**src/rtl/hazard_md_ctrl_if.sv**
```systemverilog
// Pipeline-side bundle for the hazard / mult-div controller.
// The slave side is the controller. The master side is the pipeline that
// feeds it the D/E/M register fields and the E-stage mult/div launch.
interface hazard_md_ctrl_if #(
   parameter int CNT_W = 32
);
   logic [4:0]       A1D;
   logic [4:0]       A2D;
   logic [2:0]       Tuse1D;
   logic [2:0]       Tuse2D;
   logic             isMdD;
   logic [4:0]       A3E;
   logic [2:0]       TnewE;
   logic [4:0]       A3M;
   logic [2:0]       TnewM;
   logic             md_start;
   logic             md_op;
   logic             StallD;
   logic             FlushE;
   logic             md_busy;
   logic             md_done;
   logic             md_err;
   logic [CNT_W-1:0] stall_cnt;

   modport slave (
      input  A1D, A2D, Tuse1D, Tuse2D, isMdD,
      input  A3E, TnewE, A3M, TnewM,
      input  md_start, md_op,
      output StallD, FlushE, md_busy, md_done, md_err, stall_cnt
   );

   modport master (
      output A1D, A2D, Tuse1D, Tuse2D, isMdD,
      output A3E, TnewE, A3M, TnewM,
      output md_start, md_op,
      input  StallD, FlushE, md_busy, md_done, md_err, stall_cnt
   );
endinterface

```
**src/rtl/hazard_md_ctrl.sv**
```systemverilog
// Hazard detection and mult/div scheduling for the 5-stage pipeline.
// A D-stage source stalls when an E/M producer will not have its result
// ready before the source is needed (Tuse < Tnew). Mult/div instructions
// also stall in D while the iterative unit is busy or being launched.
// A saturating counter records how many cycles the pipeline spent stalled.
module hazard_md_ctrl #(
   parameter int MULT_LAT = 5,
   parameter int DIV_LAT  = 10,
   parameter int CNT_W    = 32
) (
   input  logic               clk,
   input  logic               reset_n,
   hazard_md_ctrl_if.slave    bus
);

   typedef enum logic [1:0] {
      IDLE = 2'd0,
      BUSY = 2'd1,
      DONE = 2'd2
   } state_t;

   // The counter is loaded with LAT-1 so that BUSY lasts exactly LAT cycles.
   localparam logic [3:0] MULT_LOAD = 4'(MULT_LAT - 1);
   localparam logic [3:0] DIV_LOAD  = 4'(DIV_LAT - 1);

   state_t           state_q;
   state_t           state_d;
   logic [3:0]       count_q;
   logic [3:0]       count_d;
   logic             err_q;
   logic             err_d;
   logic [CNT_W-1:0] stall_cnt_q;

   logic             hazard_rs;
   logic             hazard_rt;
   logic             hazard_md;
   logic             stall;
   logic             busy;

   assign busy = (state_q == BUSY);

   // Data and mult/div hazards; $0, unused sources and Tnew==0 never stall.
   always_comb begin
      hazard_rs = (bus.A1D != 5'd0) && (bus.Tuse1D != 3'd7) &&
                  (((bus.A1D == bus.A3E) && (bus.Tuse1D < bus.TnewE)) ||
                   ((bus.A1D == bus.A3M) && (bus.Tuse1D < bus.TnewM)));
      hazard_rt = (bus.A2D != 5'd0) && (bus.Tuse2D != 3'd7) &&
                  (((bus.A2D == bus.A3E) && (bus.Tuse2D < bus.TnewE)) ||
                   ((bus.A2D == bus.A3M) && (bus.Tuse2D < bus.TnewM)));
      hazard_md = bus.isMdD && (busy || bus.md_start);
      stall     = hazard_rs || hazard_rt || hazard_md;
   end

   // Mult/div sequencing: a launch during BUSY is dropped and flagged sticky.
   always_comb begin
      state_d = state_q;
      count_d = count_q;
      err_d   = err_q;
      case (state_q)
         IDLE: begin
            if (bus.md_start) begin
               state_d = BUSY;
               count_d = bus.md_op ? DIV_LOAD : MULT_LOAD;
            end
         end
         BUSY: begin
            if (bus.md_start) begin
               err_d = 1'b1;
            end
            if (count_q == 4'd0) begin
               state_d = DONE;
            end else begin
               count_d = count_q - 4'd1;
            end
         end
         DONE: begin
            if (bus.md_start) begin
               state_d = BUSY;
               count_d = bus.md_op ? DIV_LOAD : MULT_LOAD;
            end else begin
               state_d = IDLE;
            end
         end
         default: begin
            state_d = IDLE;
         end
      endcase
   end

   // State, busy counter and sticky error register.
   always_ff @(posedge clk or negedge reset_n) begin
      if (!reset_n) begin
         state_q <= IDLE;
         count_q <= 4'd0;
         err_q   <= 1'b0;
      end else begin
         state_q <= state_d;
         count_q <= count_d;
         err_q   <= err_d;
      end
   end

   // Stall-cycle performance counter, pinned at all-ones once it gets there.
   always_ff @(posedge clk or negedge reset_n) begin
      if (!reset_n) begin
         stall_cnt_q <= '0;
      end else if (stall && (stall_cnt_q != {CNT_W{1'b1}})) begin
         stall_cnt_q <= stall_cnt_q + {{(CNT_W-1){1'b0}}, 1'b1};
      end
   end

   assign bus.StallD    = stall;
   assign bus.FlushE    = stall;
   assign bus.md_busy   = busy;
   assign bus.md_done   = (state_q == DONE);
   assign bus.md_err    = err_q;
   assign bus.stall_cnt = stall_cnt_q;

endmodule

```
**src/flat_wrapper.sv**
```systemverilog
// flat-port wrapper written by rule: the top's interface ports become plain ports
module hazard_md_ctrl_flat 
#(
   parameter int MULT_LAT = 5,
   parameter int DIV_LAT  = 10,
   parameter int CNT_W    = 32
)
  (clk, reset_n, bus_A1D, bus_A2D, bus_Tuse1D, bus_Tuse2D, bus_isMdD, bus_A3E, bus_TnewE, bus_A3M, bus_TnewM, bus_md_start, bus_md_op, bus_StallD, bus_FlushE, bus_md_busy, bus_md_done, bus_md_err, bus_stall_cnt);
  hazard_md_ctrl_if #(.CNT_W(CNT_W)) bus_i ();
  input  logic clk;
  input  logic reset_n;
  input wire logic [$bits(bus_i.A1D)-1:0] bus_A1D;
  input wire logic [$bits(bus_i.A2D)-1:0] bus_A2D;
  input wire logic [$bits(bus_i.Tuse1D)-1:0] bus_Tuse1D;
  input wire logic [$bits(bus_i.Tuse2D)-1:0] bus_Tuse2D;
  input wire logic [$bits(bus_i.isMdD)-1:0] bus_isMdD;
  input wire logic [$bits(bus_i.A3E)-1:0] bus_A3E;
  input wire logic [$bits(bus_i.TnewE)-1:0] bus_TnewE;
  input wire logic [$bits(bus_i.A3M)-1:0] bus_A3M;
  input wire logic [$bits(bus_i.TnewM)-1:0] bus_TnewM;
  input wire logic [$bits(bus_i.md_start)-1:0] bus_md_start;
  input wire logic [$bits(bus_i.md_op)-1:0] bus_md_op;
  output wire logic [$bits(bus_i.StallD)-1:0] bus_StallD;
  output wire logic [$bits(bus_i.FlushE)-1:0] bus_FlushE;
  output wire logic [$bits(bus_i.md_busy)-1:0] bus_md_busy;
  output wire logic [$bits(bus_i.md_done)-1:0] bus_md_done;
  output wire logic [$bits(bus_i.md_err)-1:0] bus_md_err;
  output wire logic [$bits(bus_i.stall_cnt)-1:0] bus_stall_cnt;
  assign bus_i.A1D = bus_A1D;
  assign bus_i.A2D = bus_A2D;
  assign bus_i.Tuse1D = bus_Tuse1D;
  assign bus_i.Tuse2D = bus_Tuse2D;
  assign bus_i.isMdD = bus_isMdD;
  assign bus_i.A3E = bus_A3E;
  assign bus_i.TnewE = bus_TnewE;
  assign bus_i.A3M = bus_A3M;
  assign bus_i.TnewM = bus_TnewM;
  assign bus_i.md_start = bus_md_start;
  assign bus_i.md_op = bus_md_op;
  assign bus_StallD = bus_i.StallD;
  assign bus_FlushE = bus_i.FlushE;
  assign bus_md_busy = bus_i.md_busy;
  assign bus_md_done = bus_i.md_done;
  assign bus_md_err = bus_i.md_err;
  assign bus_stall_cnt = bus_i.stall_cnt;
  hazard_md_ctrl #(.MULT_LAT(MULT_LAT), .DIV_LAT(DIV_LAT), .CNT_W(CNT_W)) u_core (.clk(clk), .reset_n(reset_n), .bus(bus_i));
endmodule
```
**config.mk**
```make
export PLATFORM = sky130hd
export DESIGN_NAME = hazard_md_ctrl_flat
export DESIGN_NICKNAME = d
export VERILOG_FILES = /design/src/rtl/hazard_md_ctrl_if.sv /design/src/rtl/hazard_md_ctrl.sv /design/src/flat_wrapper.sv
export SDC_FILE = /design/constraint.sdc
export NUM_CORES = 1
export LEC_CHECK = 0
export ABC_CLOCK_PERIOD_IN_PS = 2400
export CORE_MARGIN = 3
export CORE_UTILIZATION = 47
export DETAILED_ROUTE_END_ITERATION = 6
export GPL_ROUTABILITY_DRIVEN = 1
export PLACE_DENSITY = 0.85
export SYNTH_ARGS = -nofsm -noshare
export SYNTH_HDL_FRONTEND = slang
export SYNTH_SLANG_ARGS = --single-unit
```
**constraint.sdc**
```tcl
create_clock -name clk -period 2.4 [get_ports clk]
set_input_delay 0.24 -clock clk [delete_from_list [all_inputs] [get_ports clk]]
set_output_delay 0.24 -clock clk [all_outputs]
set_load 0.02 [all_outputs]
```
# ---- Word level (Yosys, flattened, before mapping)
# Cells that the tools add are included.
# W data, S select, Z words.
dict set report totals {
  ff_bits 39
  inputBits 37
  output_inout_bits 37
  word_cells 55
}
dict set report classes {
  n_addsub 2
  magnitude_cmp 4
  n_eq_ne 13
  muxes 8
  n_reduce_logical 24
}
# op count
set ops {}
lappend ops {{$add A32 B1 Y32 const B} 1}
lappend ops {{$ne A32 B32 Y1 const B} 1}
lappend ops {{$eq A5 B5 Y1} 4}
lappend ops {{$lt A3 B3 Y1} 4}
lappend ops {{$mux W4} 3}
lappend ops {{$logic_and A1 B1 Y1} 10}
lappend ops {{$reduce_bool A5 Y1} 2}
lappend ops {{$pmux W4 S2} 1}
lappend ops {{$ne A2 B2 Y1 const B} 3}
lappend ops {{$ne A3 B3 Y1 const B} 2}
lappend ops {{$pmux W2 S3} 1}
lappend ops {{$logic_or A1 B1 Y1} 5}
lappend ops {{$logic_not A4 Y1} 1}
lappend ops {{$mux W2} 2}
lappend ops {{$reduce_and A2 Y1} 2}
lappend ops {{$sub A4 B1 Y4 const B} 1}
lappend ops {{$reduce_and A3 Y1} 1}
lappend ops {{$eq A2 B1 Y1 const B} 1}
lappend ops {{$eq A2 B2 Y1 const B} 1}
lappend ops {{$logic_not A2 Y1} 1}
lappend ops {{$ne A2 B1 Y1 const B} 1}
lappend ops {{$reduce_bool A2 Y1} 1}
lappend ops {{$reduce_or A2 Y1} 1}
lappend ops {{$mux W1} 1}

# ---- Logic depth before layout (Yosys ltp)
dict set report logic_depth {
  depth_word 7
  ltp_mapped 11
  ltp_nobuf 10
}

# ---- Worst setup path after synthesis
# OpenSTA, ideal clock, no wires.
dict set report synth_path {
  path_kind {flip-flop to flip-flop}
  start {register u_core.stall_cnt_q[9] (netlist: u_core.bus.stall_cnt[9])}
  end {register u_core.stall_cnt_q[18] (netlist: u_core.bus.stall_cnt[18])}
  setup_ns 0.133
  arrival_ns 2.053
  t_required_ns 2.267
  path_slack_ns 0.215
  stages_incl_launch_ff 10
  n_path_buf 1
  path_cell_list {dfrtp_1 nand4_2 nor3_2 nand3_2 nor3_4 nand3_2 nand2_1 buf_2 nor3_1 xor2_1}
}
dict set report synth_between {
  elab_chain_cells 2
  elab_cells_between_ends 3
  cone_classes {add/sub: 1; eq/ne: 1; reduce/logical: 1}
}
# item line
set synth_lines {}
lappend synth_lines {{from (decl)} hazard_md_ctrl.sv:32} ;# logic [CNT_W-1:0] stall_cnt_q;
lappend synth_lines {{from (signal assigned)} hazard_md_ctrl.sv:108} ;# stall_cnt_q <= stall_cnt_q + {{(CNT_W-1){1'b0}}, 1'b1};
lappend synth_lines {{parallel branches: the longest is 2 deep, another holds $add A32 B1 Y32} --}
# Several ways; the timed one is not identified.
# A chain may end at the register's enable or synchronous reset.

# ---- Final worst setup path
dict set report layout_path {
  start {input port bus_TnewM[1]}
  end {register u_core.stall_cnt_q[5] (netlist: u_core.bus.stall_cnt[5])}
}
dict set report layout_between {
  elab_chain_cells 7
  elab_cells_between_ends 11
  cone_classes {order compare: 2; reduce/logical: 9}
}
# item line
set layout_lines {}
lappend layout_lines {{from (decl)} flat_wrapper.sv:20} ;# input wire logic [$bits(bus_i.TnewM)-1:0] bus_TnewM;
lappend layout_lines {{$lt A3 B3 Y1, on equally long branches} {hazard_md_ctrl.sv:46, hazard_md_ctrl.sv:49}}
lappend layout_lines {{$logic_and A1 B1 Y1, on equally long branches} {hazard_md_ctrl.sv:46, hazard_md_ctrl.sv:49}}
lappend layout_lines {{$logic_or A1 B1 Y1, on equally long branches} {hazard_md_ctrl.sv:45, hazard_md_ctrl.sv:48}}
lappend layout_lines {{$logic_and A1 B1 Y1, on equally long branches} {hazard_md_ctrl.sv:44, hazard_md_ctrl.sv:47}}
lappend layout_lines {{$logic_or A1 B1 Y1 * (2 in series)} hazard_md_ctrl.sv:51} ;# stall = hazard_rs || hazard_rt || hazard_md;
lappend layout_lines {{$logic_and A1 B1 Y1 *} hazard_md_ctrl.sv:107} ;# end else if (stall && (stall_cnt_q != {CNT_W{1'b1}})) begin
# Mark *: on every way between the ends. The rest lies on a longest branch, timed or not.

==> results.md <==
* Hold_ws at just under 0.05 ns
* Clock Skews at 0.00764 ns
* Count of input and output buffers at 73
* Placed cells at ~390
* Number of vias per cell at 5.23
* Peak VDD IR at just under 0.0007 V
* Fillers at roughly 340
* Slew @ Worst Pin at 0.842 ns
* Slew Limit Fails at 0
* CTS clk-pin slew, worst paths at 0.08 ns
* Die area at 5820 um2
* Cell count after synthesis at between 200 and 250
* Clk root buf: clkbuf_8
* Worst EP required at between 2 and 3 ns
* Crit path from: bus_TnewM[1]
* Most common cell on crit path: o21ai_1
* Crit path capture type: flip-flop
* Footprint of the multi-input gates at 1290 um2
* Width of the die at between 70 and 80 um
* Adder-Cell Fraction of Synth Area at 0.0539
* Worst Hold Class: primary input to asynchronous set/reset pin
* Postcts setup bufs at 0
* Total core area at approximately 4600 um2
* Combinational share of power at 0.371
* Finished Layout Cells at 396
* RSZ-0062 raised after global routing: no
* Compound-Gate Fraction of Synth Area at 0.0539
* Final setup violating endpoints at 0
* Synth unique cells at 33
* CP Buf/Inv Count at 4
* GRT overflow at 0
* Pwr dens at roughly 630 nW/um2
* Syn nets at roughly 290
* Antenna Cells at 0
* Clock buffer depth at 2
* Sequential power share at 0.423
* Reg-to-reg critical path endpoint: u_core.bus.stall_cnt[19]
* Die H at between 70 and 80 um
* Vias in the first global route at around 2100
* Largest family of logic cells by synthesized area: simple AND/OR/NAND/NOR gates
* Worst R2R Start: u_core.bus.stall_cnt[9]
* DP Wirelength at roughly 4600 um
* Reg2reg setup slack at around 0.26 ns
* H-tree depth at 2
* Leakage at between 1 and 1.5 nW
* First-pass GRT wire length at just under 10000 um
* Syn. warnings at 0
* Worst-case reg-to-reg path depth at 9
* Delay of the slowest cell on the worst path at roughly 0.46 ns
* Crit path kind: primary input to flip-flop
* Synth Area in XOR/XNOR at 0.189
* Synthesized area at 2320 um2
* Gp weighted congestion at between 0.9 and 1
* Final core occ at 0.730
* Final Net Count at around 380
* Skew-Pair Late Insertion Delay at 0.29 ns
* Tmin final at approximately 2.3 ns
* Ports at 74
* Hold Buf Count CTS at 0
* Initial Util at 0.508
* Mux share of post-synthesis cell area at 0.00431
* Initial antenna violation count at 0
* Levels on crit path at 13
* Crit path max-delay cell type: clkdlybuf4s50_1
* Fin. Hold Viols at 0
* Number of max-cap violations at 0
* Sw frac at 0.356
* Core Rows at 24
* FMAX at 0.439 GHz
* Synth Area in Simple Gates at 0.239
* Delay-heaviest family, CP: buffers and inverters
* DR iter-0 viols at 126
* CP Cell Sequence: clkdlybuf4s50_1, inv_1, ha_1, o21ai_1, a21oi_1, nor4_1, o21ai_1, nand3_2, buf_4, and2_4, buf_12, nand4_1, xnor2_1
* Tcrit/Tclk final at 0.949
* Inserted Clock Buffers at 5
* FF+latch area at slightly below 1000 um2
* CTS tree: built
* Wirelength per Cell at approximately 15 um
* Final Total Pwr at 2.09 mW
* Pre-antenna DRT Iters at 4
* Pin count of the biggest net entering global routing at 40
* Sequential element share of the synthesized area at 0.420
* Layout cells sized above 1 at 0.118
* Worst Path Max Fanout at 9
* Int Pwr at 1.34 mW
* Crit path DAT at 2.46 ns
* Clock Sinks at 39
* Drc violations at 0
* Clock Power Share at 0.206
* CP startpoint kind: primary input
* Switching Power at 0.744 mW
* Status: complete, no violations
* Synthesized area per cell at ~10 um2
* Total number of vias at approximately 2100
* Area grow syn2layout at 43.6%
* GR Util All Layers at 0.208
* Register bit total from synthesis at 39
* WL final at around 5800 um
* Slew headroom at 0.439
* Post-DRT Antenna Nets at 0
cells by family after synthesis:
logic type / Yosys count
xor gates and xnor gates: 50
adders and majority gates: 10
AOI/OAI and AO/OA: 19
muxes: 1
buffers and inverters: 20
and+or+nand+nor: 100
DFF: 39
final cells by class:
class	count	share of cell area
inverters	16	0.0180
flip-flops and latches	39	0.293
multi-input cells	180	0.386
clock buffers	6	0.0218
clock inverters	2	0.00375
well taps	65	0.0244
repair buffers	88	0.253
cells in the mapped netlist:
cell / count / area, um2
dfrtp_1: 39 / 976
xnor2_1: 30 / 263
xor2_1: 20 / 175
nor2_1: 18 / 67.6
inv_1: 16 / 60.1
nand2_1: 15 / 56.3
nand3_1: 14 / 70.1
ha_1: 10 / 125
nor3_1: 10 / 50.1
nor4_1: 10 / 62.6
o21ai_0: 10 / 50.1
nand4_1: 9 / 56.3
and3_1: 4 / 25.0
nand2b_1: 4 / 25.0
and2_1: 3 / 18.8
nor3b_1: 3 / 22.5
a222oi_1: 2 / 20.0
a32oi_1: 2 / 17.5
and4_1: 2 / 17.5
buf_4: 2 / 15.0
nand3_2: 2 / 20.0
nand4_2: 2 / 25.0
nor2b_1: 2 / 12.5
a21o_1: 1 / 7.51
a21oi_1: 1 / 5.00
a2bb2oi_1: 1 / 8.76
buf_2: 1 / 5.00
buf_6: 1 / 11.3
mux2i_1: 1 / 10.0
nor3_2: 1 / 10.0
nor3_4: 1 / 16.3
o31ai_1: 1 / 7.51
o32ai_1: 1 / 8.76
power by group through the flow:
| stage | clock network (mW) | registers, mW | logic (mW) |
|---|---|---|---|
| 6_report | 0.430 | 0.883 | 0.775 |
| 3_3_place_gp | 0 | 0.883 | 0.750 |
| 3_5_place_dp | 0 | 0.893 | 0.773 |
| 2_1_floorplan | 0 | 0.923 | 0.385 |
| 4_1_cts | 0.441 | 0.880 | 0.777 |
| 5_1_grt | 0.475 | 0.900 | 0.852 |
sequential cells by signal, indices dropped and copies added (netlist names):
| signal | flops |
|---|---|
| u_core.bus.md_err | 1 |
| u_core.count_q | 4 |
| u_core.state_q | 2 |
| u_core.bus.stall_cnt | 32 |
cells in the final DEF, fill, tap and decap left out, types with 2 or more instances in the layout:
| cell | instances |
|---|---|
| nor4_1 | 10 |
| xor2_1 | 20 |
| dfrtp_1 | 39 |
| nor3b_2 | 2 |
| clkbuf_8 | 5 |
| clkdlybuf4s50_1 | 69 |
| o21ai_0 | 5 |
| buf_4 | 14 |
| and3_1 | 4 |
| nor3_2 | 2 |
| nand4_2 | 2 |
| xnor2_1 | 30 |
| and2_1 | 2 |
| ha_1 | 9 |
| and4_1 | 2 |
| o21ai_1 | 4 |
| nor2b_1 | 2 |
| a32oi_1 | 2 |
| nand3_2 | 4 |
| nand2_1 | 15 |
| nor3_1 | 9 |
| a222oi_1 | 2 |
| nand4_1 | 9 |
| nor2_1 | 18 |
| inv_1 | 16 |
| buf_2 | 3 |
| nand3_1 | 12 |
| nand2b_1 | 4 |
how the worst max path moves through the flow:
stage	to	slack, ns
after global placement	bus_StallD	-0.31
after floorplan	u_core.bus.stall_cnt[18]	0.21
after global routing	u_core.bus.stall_cnt[31]	0.01
after CTS	bus_StallD	0.03
final	u_core.bus.stall_cnt[5]	0.12
after detailed placement	u_core.bus.stall_cnt[23]	-0.39
metrics by stage:
stage               worst slack (ns)  TNS (ns)  area, um2
floorplan                      0.215         0       2320
global placement              -0.307     -4.87       3220
detailed placement            -0.385     -7.83       3220
CTS                           0.0282         0       3320
global route                  0.0102         0       3330
finish                         0.123         0       3330
repair_timing:
item,in CTS,in global routing
resized for setup,8,14
endpoints found under the setup margin,6,25
pin swaps,0,4
layer usage:
| metal | share of wire | up-vias | global-route usage | routed length [um] |
|---|---|---|---|---|
| met2 | 0.50 | 55 | 0.351 | 2870 |
| li1 | - | 1012 | - | - |
| met4 | 0.018 | 0 | 0.0688 | 106 |
| met5 | 0 | - | 0 | 0 |
| met3 | 0.039 | 9 | 0.0426 | 226 |
| met1 | 0.45 | 995 | 0.266 | 2590 |
Power figures use the tool's default switching activity.
